==> config.mk <==
export PLATFORM = sky130hd
export DESIGN_NAME = hd_rr_arbiter
export DESIGN_NICKNAME = d
export VERILOG_FILES = /design/src/rtl/hd_rr_arbiter.sv
export SDC_FILE = /design/constraint.sdc
export NUM_CORES = 1
export LEC_CHECK = 0
export CAP_MARGIN = 20
export CORE_ASPECT_RATIO = 0.8
export CORE_MARGIN = 2
export CORE_UTILIZATION = 40
export CTS_CLUSTER_SIZE = 12
export DETAILED_ROUTE_END_ITERATION = 16
export PLACE_DENSITY = 0.93
export SETUP_SLACK_MARGIN = 0.5
export SYNTH_ARGS = -nofsm -noshare
export SYNTH_HDL_FRONTEND = slang
export SYNTH_SLANG_ARGS = --single-unit
==> constraint.sdc <==
create_clock -name clk -period 4.9 [get_ports clk]
set_clock_uncertainty 0.1 [all_clocks]
set_input_delay 0.735 -clock clk [delete_from_list [all_inputs] [get_ports clk]]
set_output_delay 0.735 -clock clk [all_outputs]
set_load 0.01 [all_outputs]
==> src/rtl/hd_rr_arbiter.sv <==
// hd_rr_arbiter: round-robin arbiter feeding one registered valid/ready output slot.
// Each accepted beat is tagged with the index of the requester that supplied it.
// Optional build macro HD_ARB_PRIO_EN: lane 0 gets strict priority and the
// round-robin search covers lanes 1..NUM_REQ-1 only.
module hd_rr_arbiter #(
    parameter  int DATA_WIDTH = 16,
    parameter  int NUM_REQ    = 4,
    localparam int IDX_W      = $clog2(NUM_REQ)
) (
    input  logic                          clk,
    input  logic                          rst,
    input  logic [NUM_REQ-1:0]            req_valid,
    input  logic [NUM_REQ*DATA_WIDTH-1:0] req_data,
    output logic [NUM_REQ-1:0]            req_ready,
    output logic                          out_valid,
    output logic [DATA_WIDTH-1:0]         out_data,
    output logic [IDX_W-1:0]              out_src,
    input  logic                          out_ready,
    output logic                          busy
);

    typedef enum logic {EMPTY = 1'b0, FULL = 1'b1} slot_state_t;

    slot_state_t             state_q;
    slot_state_t             state_d;
    logic [IDX_W-1:0]        ptr;
    logic [IDX_W-1:0]        cand;
    logic [IDX_W-1:0]        grant_idx;
    logic                    grant_found;
    logic                    accept_en;
    logic                    transfer;
    logic                    ptr_upd;
    logic [DATA_WIDTH-1:0]   lane_data [NUM_REQ];

    for (genvar g = 0; g < NUM_REQ; g++) begin : g_unpack
        assign lane_data[g] = req_data[g*DATA_WIDTH +: DATA_WIDTH];
    end

    assign out_valid = (state_q == FULL);
    assign accept_en = !out_valid || out_ready;
    assign transfer  = grant_found && accept_en && rst;
    assign busy      = out_valid || (|req_valid);

    // Grant search: first valid lane starting at ptr, wrapping modulo NUM_REQ.
    always_comb begin
        grant_found = 1'b0;
        grant_idx   = '0;
        cand        = '0;
        ptr_upd     = 1'b0;
`ifdef HD_ARB_PRIO_EN
        if (req_valid[0]) begin
            grant_found = 1'b1;
            grant_idx   = '0;
        end else begin
            for (int k = 0; k < NUM_REQ; k++) begin
                cand = IDX_W'((int'(ptr) + k) % NUM_REQ);
                if (!grant_found && (cand != '0) && req_valid[cand]) begin
                    grant_found = 1'b1;
                    grant_idx   = cand;
                end
            end
            ptr_upd = grant_found;
        end
`else
        for (int k = 0; k < NUM_REQ; k++) begin
            cand = IDX_W'((int'(ptr) + k) % NUM_REQ);
            if (!grant_found && req_valid[cand]) begin
                grant_found = 1'b1;
                grant_idx   = cand;
            end
        end
        ptr_upd = grant_found;
`endif
    end

    // Ready is the one-hot grant, gated by slot availability and reset.
    always_comb begin
        req_ready = '0;
        if (transfer) begin
            req_ready = NUM_REQ'(1) << grant_idx;
        end
    end

    // Slot next-state: fill on accept, drain when consumed without refill.
    always_comb begin
        state_d = state_q;
        case (state_q)
            EMPTY: if (transfer) state_d = FULL;
            FULL: begin
                if (transfer)       state_d = FULL;
                else if (out_ready) state_d = EMPTY;
            end
            default: state_d = EMPTY;
        endcase
    end

    // Slot state register.
    always_ff @(posedge clk or negedge rst) begin
        if (!rst) begin
            state_q <= EMPTY;
        end else begin
            state_q <= state_d;
        end
    end

    // Capture the granted beat and advance the round-robin pointer past it.
    always_ff @(posedge clk or negedge rst) begin
        if (!rst) begin
            out_data <= '0;
            out_src  <= '0;
            ptr      <= '0;
        end else if (transfer) begin
            out_data <= lane_data[grant_idx];
            out_src  <= grant_idx;
            if (ptr_upd) begin
                ptr <= (grant_idx == IDX_W'(NUM_REQ - 1)) ? '0 : grant_idx + IDX_W'(1);
            end
        end
    end

endmodule

==> results of run 1 <==
## cell type report
type | instances | area share [%]
clock buffers | 4 | 1.75
repair buffers | 97 | 37.4
well taps | 55 | 2.67
inverters | 2 | 0.389
flip-flops and latches | 21 | 20.4
multi-input cells | 138 | 37.4
## cells by family (layout without fill, tap and decap cells)
group	Yosys count	count (layout)	share of synthesized area (%)
adder cells (fa/ha/maj)	4	4	3.18
AND/OR/NAND/NOR	62	62	20.4
AO/OA/AOI/OAI	56	56	27.4
multiplexers	16	16	10.2
buffers and inverters	17	103	5.49
flip-flops	21	21	33.4
## tightest hold or removal path, cell delays in order, from the launching register on
cell,delay (ns)
dfrtp_1,0.35
nand2_1,0.04
o21ai_0,0.06
## power by group through the flow
stage	clock [mW]	combinational (mW)	sequential (mW)
4_1_cts	0.114	0.529	0.287
3_3_place_gp	0	0.513	0.284
3_5_place_dp	0	0.529	0.288
6_report	0.111	0.525	0.287
5_1_grt	0.119	0.578	0.296
2_1_floorplan	0	0.265	0.311
## flip-flops by register name (all words and copies together), names as in the netlist
signal     flops
ptr            2
out_src        2
out_data      16
out_valid      1
## cell usage in the layout, fill, tap and decap left out, drive strengths merged
master         synthesis  layout
dfrtp                 21      21
o21a                   1       1
nand2                 26      26
o21ai                  3       3
a21o                   1       1
nor2                   6       6
o31ai                 16      16
nor2b                  1       1
or2                    2       2
ha                     4       4
nand2b                 3       3
o211ai                16      16
a211o                 16      16
a21oi                  2       2
nor3                   1       1
clkdlybuf4s50          0      94
clkbuf                 7       4
nand4                 16      16
inv                    2       2
and2                   4       4
buf                    8       3
and3                   1       1
a211oi                 1       1
nor3b                  1       1
mux2i                 16      16
nand3                  1       1
## worst max path at each step
stage                              end  slack, ns  cells after the start
after floorplan           req_ready[0]       2.12                      7
after global placement    req_ready[2]       0.93                      8
after detailed placement  req_ready[0]       0.85                      8
after CTS                 req_ready[0]       0.83                      8
after global routing      req_ready[0]       0.60                      8
final                     req_ready[0]       0.84                      8
## metal layers
| layer | global-route usage [%] | routed length [um] | vias to the layer above |
|---|---|---|---|
| li1 | - | - | 848 |
| met1 | 29.5 | 2160 | 812 |
| met2 | 38.9 | 2320 | 74 |
| met3 | 5.90 | 390 | 2 |
| met4 | 1.82 | 10 | 0 |
| met5 | 0 | 0 | - |
==> out/metrics.cfg, run 1 <==
[status]
status=finished, final reports clean

[worst_setup_path]
cp-start-kind=input port
slowest_stage=o21a_1
rr_endpoint=out_data[11]$_DFFE_PN0P_
cp_top_family=buffers and inverters
worst_path_most_repeated_cell=clkdlybuf4s50_1
ff2ff_setup_slack_ns=2.59
crit_fanout=19
critical_path_required_ns=4.07
worstSetupStartpoint=req_valid[3]
cp_cell_sequence=clkdlybuf4s50_1 > nor2b_1 > o21a_1 > nor3_4 > inv_4 > ha_1 > and2_1 > clkdlybuf4s50_1
max_stage_delay_ns=0.58
arrival_ns=3.23
worst-path-buf-inv=3
path_class=input port to primary output
r2r_cells=5
worstSetupEndpointType=primary output
regToRegStartpoint=ptr[1]$_DFFE_PN0P_

[power_and_ir_drop]
power_frac_clock_pct=12.0
power_frac_seq_pct=31.1
power_switching_uw=353
total_power_uw=923
p_sw_share_pct=38.2
vdd_ir_drop_max_v=0.000166
powerDensity_nw_per_um2=359
p_int_uw=571
combPwrFrac_pct=56.9
leakage_nw=1.04

[layout]
final_nets=338
finish.utilization_pct=68.1
finalNonFillerCells=317
regArea_um2=526
areaGrowthSynthToFinish_pct=63.6
design_area_um2=2570
drive_above_1_share_pct=4.96
num_antenna_cells=0
fillCellCount=309
multi_input_area_um2=962

[drt]
drtIter0Drc=130
ant_nets=0
drcViolationCount=0
vias=1736
drt-wirelength-per-cell_um=15.4
viasPerCell=5.48
drt_first_pass_iters=4
wl_mm=4.88

[floorplan]
die_h_um=60.1
dieArea_um2=4460
rows=20
start_util_pct=41.7
ios=95
die_w_um=74.1
core_area_um2=3780

[place]
gp_congestion=0.813
io_buffer_count=94
place_area_um2=2530
place_hpwl_mm=3.67
dp_cells=313
dp_worst_setup_slack_ns=0.850

[global_route]
antenna_found_initial=0
grt_max_degree=38
grt_pass1_vias=1744
grt_pass1_wl_mm=7.80
overflow=0
grt.total_usage_pct=22.5

[yosys]
syn_area_per_cell_um2=8.94
synthesis.area_um2=1570
synth_common_cells=nand2_1, dfrtp_1
synth_top_area_share_pct=33.4
synth_seq_area_share_pct=33.4
yosysWarnings=0
synth_seq_cells=21
post-synth-top-count-cell=nand2_1
async_flop_share_pct=100
syn_inst=176
synth_edf_count=0
synth.largest_area_cell=dfrtp_1
ys_types=31
synthTopCellsByArea=dfrtp_1, mux2i_1, a211o_1
syn-num-nets=251
synth_flop_cell=dfrtp_1

[min_path]
min_delay_worst_endpoint=out_src[0]$_DFFE_PN0P_
hold_path_class=flip-flop to flip-flop
whs_path_depth=2
hold_start=out_src[0]$_DFFE_PN0P_

[timing]
rsz0062_at_grt=false
setup_slack_ns=0.839
hold_slack_ns=0.381
period_needed_ns=4.06
slew_violations=0
finalSetupViolations=0
max_clock_freq_ghz=0.246
final.setup.tns_ns=0
hold_violations=0
worstMarginPinSlew_ns=1.10
relSlewSlack_pct=26.2
finalCritPeriodShare_pct=82.9

[clock_tree]
clock-sinks=21
path_clk_slew_ns=0.07
root_buffer=clkbuf_8
cts_buffers=3
htree_levels=1
hold_buffers=0
cts_setup_buffers=0
cts_tree=yes
postCtsResizedCells=0
cts_buffer_depth=2
clk_latency_ns=0.25

[job]
maxCapViolCount=0

Note: power is estimated with default switching activity, not from simulation.
==> inputs of run 2 (changes only) <==
- CORE_UTILIZATION: 40 -> 34
- PLACE_DENSITY: 0.93 -> 0.85
- clock period: 4.9 -> 3.6 ns (I/O delays scaled with it)
==> run 2 against run 1 <==
Net effect:
- register-to-register slack worse by 1.2 ns
- clock power is 41% higher
- global-route usage is 2.1 points lower
- count of clock-buffer cells in the layout stayed put
- cell count is 4.1% higher
- via count is 1.2% higher
- critical path depth stayed put
- worst setup slack worse by 0.22 ns
- non-clock buffer count is 8 higher
==> out/metrics.cfg, run 2 (synthesized netlist as in run 1, its figures left out) <==
[clock_tree]
cts_buffer_depth=2  ; unchanged
cts_buffers=3  ; unchanged
cts_tree=yes
hold_buffers=0  ; unchanged
clk_latency_ns=0.26  ; about the same
root_buffer=clkbuf_8
path_clk_slew_ns=0.08  ; about the same
clock-sinks=21  ; unchanged
htree_levels=1  ; unchanged

[layout]
top_register=out_data
largestRegisters=out_data (16), out_src (2), ptr (2)
areaGrowthSynthToFinish_pct=68.4
num_antenna_cells=0  ; unchanged
mostFrequentLayoutCell=clkdlybuf4s50_1
final_nets=346  ; +2.4%
final_cell_mix=clkdlybuf4s50_1, nand2_1, dfrtp_1
design_area_um2=2650  ; +2.9%
largest_reg_flops=16  ; unchanged
finish.utilization_pct=58.7  ; -9.4 points
drive_above_1_share_pct=8.15  ; +3.2 points

[drt]
wl_mm=5.20  ; +6.5%
drcViolationCount=0  ; unchanged
drt-wirelength-per-cell_um=15.8  ; +2.3%
drtIter0Drc=138  ; +6.2%
viasPerCell=5.32  ; -2.8%
ant_nets=0  ; unchanged
drt_first_pass_iters=4  ; unchanged
vias=1757  ; +1.2%

[power_and_ir_drop]
total_power_mw=1.30  ; +41%
vdd_ir_drop_max_v=0.000284  ; +71%
p_int_uw=808  ; +42%
power_frac_seq_pct=29.8  ; -1.3 points
p_sw_share_pct=38.0  ; -0.21 points
powerDensity_nw_per_um2=491  ; +37%
power_frac_clock_pct=12.0  ; about the same
combPwrFrac_pct=58.2  ; +1.3 points
power_switching_uw=495  ; +40%
leakage_nw=1.09  ; +4.9%

[worst_setup_path]
cp_cell_sequence=clkdlybuf4s50_1 > nand2b_1 > a21oi_2 > nor3_4 > buf_4 > ha_1 > and2_1 > clkdlybuf4s50_1
worst_path_most_repeated_cell=clkdlybuf4s50_1
rr_endpoint=out_data[13]$_DFFE_PN0P_
cp_top_family=buffers and inverters
worst-path-buf-inv=3  ; unchanged
crit_fanout=3  ; -16
critical_path_required_ns=2.96  ; -1.11 ns
ff2ff_setup_slack_ns=1.42  ; -1.17 ns
worstSetupEndpointType=primary output
cp-start-kind=input port
path_class=input port to primary output
arrival_ns=2.35  ; -0.88 ns
slowest_stage=clkdlybuf4s50_1
r2r_cells=7  ; +2
regToRegStartpoint=ptr[0]$_DFFE_PN0P_
path_depth=8  ; unchanged
max_stage_delay_ns=0.49  ; -0.09 ns

[timing]
relSlewSlack_pct=62.3  ; +36 points
rsz0062_at_grt=true
worstMarginPinSlew_ns=0.563  ; -0.536 ns
hold_violations=0  ; unchanged
max_clock_freq_ghz=0.335
finalSetupViolations=0  ; unchanged
final.setup.tns_ns=0  ; unchanged
finalCritPeriodShare_pct=82.9
slew_violations=0  ; unchanged
period_needed_ns=2.99

[floorplan]
start_util_pct=34.9  ; -6.8 points
die_h_um=64.9  ; +7.9%
ios=95  ; unchanged
die_w_um=80.1  ; +8.0%
rows=22  ; +10%
dieArea_um2=5190  ; +17%
core_area_um2=4510  ; +19%

[job]
maxCapViolCount=0  ; unchanged

[min_path]
hold_start=out_data[1]$_DFFE_PN0P_
whs_path_depth=2  ; unchanged
min_delay_worst_endpoint=out_data[1]$_DFFE_PN0P_
hold_path_class=flip-flop to flip-flop

[global_route]
antenna_found_initial=0  ; unchanged
grt_pass1_wl_mm=8.35  ; +7.0%
grt_pass1_vias=1715  ; -1.7%
grt.total_usage_pct=20.4  ; -2.1 points
overflow=0  ; unchanged
grt_max_degree=24  ; -37%

[place]
gp_congestion=0.760  ; -6.4%
place_area_um2=2580  ; +2.0%
io_buffer_count=94  ; unchanged
place_hpwl_mm=3.88  ; +5.6%

[status]
status=finished, final reports clean

==> run 2: cell types whose count changed in the layout (fill, tap and decap cells not counted) <==
cell             previous run  this run
inv_4                       1         0
nor3b_1                     1         0
clkdlybuf4s50_1            94        92
dlygate4sd2_1               0         1
clkinv_4                    0         1
nor3b_2                     0         1
buf_4                       3        11
dlymetal6s2s_1              0         1
==> run 2: how the worst max path moves through the flow <==
stage                       startpoint      endpoint  slack, ns
final                     req_valid[2]  req_ready[1]       0.61
after floorplan           req_valid[3]  req_ready[0]       1.21
after detailed placement  req_valid[3]  req_ready[2]       0.29
after CTS                 req_valid[1]  req_ready[1]       0.55
after global routing      req_valid[2]  req_ready[1]       0.49
after global placement    req_valid[3]  req_ready[2]       0.36
==> run 2: routing by layer <==
metal / global-route usage [%] / vias up / routed length, um
met2: 32.9 / 82 / 2400
li1: - / 862 / -
met5: 0 / - / 0
met4: 1.69 / 0 / 8
met1: 27.8 / 811 / 2350
met3: 6.41 / 2 / 445
==> run 2: cell type report <==
class | instances | area, um^2
fill | 415 | 1860
timing repair buffer | 105 | 1020
multi-input combinational | 138 | 967
sequential | 21 | 526
tap | 60 | 75.1
clock buffer | 4 | 45.0
inverter | 2 | 12.5
==> run 2: metrics by stage <==
step | worst slack [ns] | hold slack, ns | cells
after floorplan | 1.21 | 0.144 | 176
after global placement | 0.363 | 0.368 | 324
after detailed placement | 0.293 | 0.381 | 324
after CTS | 0.551 | 0.399 | 329
after global routing | 0.493 | 0.425 | 330
final | 0.614 | 0.398 | 330
==> run 2: tightest hold or removal path: cells and delay by family (launching register included) <==
kind	cells	cell delay [ns]
and+or+nand+nor	1	0.05
AOI/OAI and AO/OA	1	0.07
DFF	1	0.34
==> run 2: repair_timing <==
action | 4_1_cts | 5_1_grt
resized for setup | 1 | 3
pin swaps | 1 | 3
setup buffers | 1 | 1
gates cloned | 0 | 0
endpoints found under the setup margin | 4 | 4
==> run 2: power by group through the flow <==
stage	clock, mW	combinational (mW)	sequential (mW)
6_report	0.156	0.758	0.388
5_1_grt	0.174	0.833	0.400
4_1_cts	0.161	0.756	0.386
3_5_place_dp	0	0.749	0.390
3_3_place_gp	0	0.731	0.389
2_1_floorplan	0	0.361	0.424
==> inputs of run 3 (changes only) <==
- clock period: 3.6 -> 2.65 ns (I/O delays scaled with it)
==> run 3 against run 2 <==
Net effect:
- register-to-register slack got worse by 0.90 ns
- via count rose by 4.4%
- clock power rose by 38%
- cell count rose by 3.9%
- total power rose by 52%
- core utilization rose by 4.6 points
- critical path type is now flip-flop to primary output
- critical path depth rose by 1
- global-route usage rose by 0.64 points
- flip-flop and latch count did not move
- wire length rose by 10%
- die area did not move
==> out/metrics.cfg, run 3 (synthesized netlist as in run 1, its figures left out) <==
[status]
status=finished, final reports clean

[worst_setup_path]
arrival_ns=1.85  ; -0.50 ns
cp_cell_sequence=buf_6 > nor3b_4 > a211oi_2 > nor2_1 > buf_4 > inv_4 > ha_4 > and2_4 > buf_6
r2r_cells=11  ; +4
path_class=flip-flop to primary output
ff2ff_setup_slack_ns=0.52  ; -0.90 ns
path_depth=9  ; +1
regToRegStartpoint=ptr[1]$_DFFE_PN0P_
crit_fanout=6  ; +3
critical_path_required_ns=2.15  ; -0.81 ns
max_stage_delay_ns=0.46  ; -0.03 ns
cp_top_family=flip-flops
rr_endpoint=out_data[5]$_DFFE_PN0P_
worst-path-buf-inv=4  ; +1
worstSetupStartpoint=ptr[1]$_DFFE_PN0P_
worst_path_most_repeated_cell=buf_6
worstSetupEndpointType=primary output
endpoint=req_ready[1]
slowest_stage=dfrtp_2
cp-start-kind=flip-flop

[timing]
period_needed_ns=2.35
hold_slack_ns=0.394  ; -0.00402 ns
rsz0062_at_grt=true
relSlewSlack_pct=65.1  ; +2.8 points
finalSetupViolations=0  ; unchanged
slew_violations=0  ; unchanged
max_clock_freq_ghz=0.426
final.setup.tns_ns=0  ; unchanged
finalCritPeriodShare_pct=88.5
hold_violations=0  ; unchanged
worstMarginPinSlew_ns=0.523  ; -0.0402 ns

[power_and_ir_drop]
powerDensity_nw_per_um2=691  ; +41%
vdd_ir_drop_max_v=0.000331  ; +17%
leakage_nw=1.19  ; +9.1%

[drt]
viasPerCell=5.35  ; +0.43%
drtIter0Drc=114  ; -17%
vias=1834  ; +4.4%
drcViolationCount=0  ; unchanged
wl_mm=5.74  ; +10%
ant_nets=0  ; unchanged
drt_first_pass_iters=4  ; unchanged
drt-wirelength-per-cell_um=16.7  ; +6.3%

[place]
place_area_um2=2630  ; +1.8%
dp_cells=327  ; +0.93%
io_buffer_count=94  ; unchanged
place_hpwl_mm=3.97  ; +2.4%
gp_congestion=0.745  ; -2.0%

[layout]
regArea_um2=528  ; +0.48%
final_cell_mix=clkdlybuf4s50_1, nand2_1, dfrtp_1
finalNonFillerCells=343  ; +3.9%
final_nets=359  ; +3.8%
drive_above_1_share_pct=18.7  ; +11 points
fillCellCount=396  ; -4.6%
mostFrequentLayoutCell=clkdlybuf4s50_1
design_area_um2=2860  ; +7.8%
largestRegisters=out_data (16), out_src (2), ptr (2)
top_register=out_data
num_antenna_cells=0  ; unchanged
multi_input_area_um2=1040  ; +7.9%
areaGrowthSynthToFinish_pct=81.5
largest_reg_flops=16  ; unchanged

[global_route]
grt_pass1_vias=1764  ; +2.9%
grt_pass1_wl_mm=8.52  ; +2.1%
antenna_found_initial=0  ; unchanged
overflow=0  ; unchanged
grt.total_usage_pct=21.0  ; +0.64 points
grt_max_degree=38  ; +58%

[clock_tree]
hold_buffers=0  ; unchanged
cts_buffers=3  ; unchanged
htree_levels=1  ; unchanged
cts_tree=yes
clock-sinks=21  ; unchanged
clk_latency_ns=0.26  ; about the same
cts_buffer_depth=2  ; unchanged
path_clk_slew_ns=0.08  ; about the same
root_buffer=clkbuf_8

[job]
maxCapViolCount=0  ; unchanged

[floorplan]
rows=22  ; unchanged
die_h_um=64.9  ; unchanged
start_util_pct=34.9  ; unchanged
die_w_um=80.1  ; unchanged
core_area_um2=4510  ; unchanged
ios=95  ; unchanged
dieArea_um2=5190  ; unchanged

[min_path]
hold_path_class=flip-flop to flip-flop

run 3: changes by cell type in the layout (fill, tap and decap cells not counted), moves of 2 or more:
cell,delta
clkdlybuf4s50_1,-7
dfrtp_2,+2
dfrtp_1,-2
and2_1,-3
and2_4,+3
buf_6,+7
dlygate4sd2_1,+4
buf_4,+6
ha_1,-3
buf_2,+2
ha_4,+3
run 3: layout make-up:
type / count / share of cell area (%)
repair buffers: 118 / 40.1
multi-input cells: 138 / 36.5
flip-flops and latches: 21 / 18.5
well taps: 60 / 2.63
clock buffers: 3 / 1.45
inverters: 2 / 0.613
clock inverters: 1 / 0.175
run 3: worst min path at each step:
stage               slack [ns]                       to                    from  cells after the start
global placement          0.36   out_src[0]$_DFFE_PN0P_  out_src[0]$_DFFE_PN0P_                      2
floorplan                0.002  out_data[0]$_DFFE_PN0P_                     rst                      0
detailed placement        0.37   out_src[0]$_DFFE_PN0P_  out_src[0]$_DFFE_PN0P_                      2
CTS                       0.39   out_src[0]$_DFFE_PN0P_  out_src[0]$_DFFE_PN0P_                      2
finish                    0.39   out_src[0]$_DFFE_PN0P_  out_src[0]$_DFFE_PN0P_                      2
global route              0.41   out_src[0]$_DFFE_PN0P_  out_src[0]$_DFFE_PN0P_                      2
run 3: report_power, final:
part	switching (mW)	internal, mW
combinational	0.560	0.668
clock	0.110	0.105
sequential	0.0861	0.447
run 3: worst min-delay path: cells and delay by family (launching register included):
kind               cells  cell delay [ns]
DFF                    1             0.35
and+or+nand+nor        1             0.05
AOI/OAI and AO/OA      1             0.06
run 3: timing repair:
| item | 4_1_cts | 5_1_grt |
|---|---|---|
| pin swaps | 7 | 6 |
| gates cloned | 0 | 1 |
| setup buffers | 9 | 2 |
| endpoints found under the setup margin | 5 | 11 |
| resized for setup | 33 | 16 |
run 3: routing by layer:
layer  part of all wire (%)  track usage, %  vias to the layer above
met5                      0               0                        -
met2                     48            36.0                       86
met4                   0.28            3.60                        0
li1                       -               -                      890
met3                    7.9            6.41                        2
met1                     44            26.3                      856
run 3: stage by stage:
step	setup WS [ns]	power (mW)	utilization (%)
global route	0.230	2.11	63.3
floorplan	0.509	1.08	-
finish	0.305	1.98	63.3
CTS	0.317	1.90	61.4
detailed placement	-0.216	1.58	58.2
global placement	-0.148	1.55	58.2
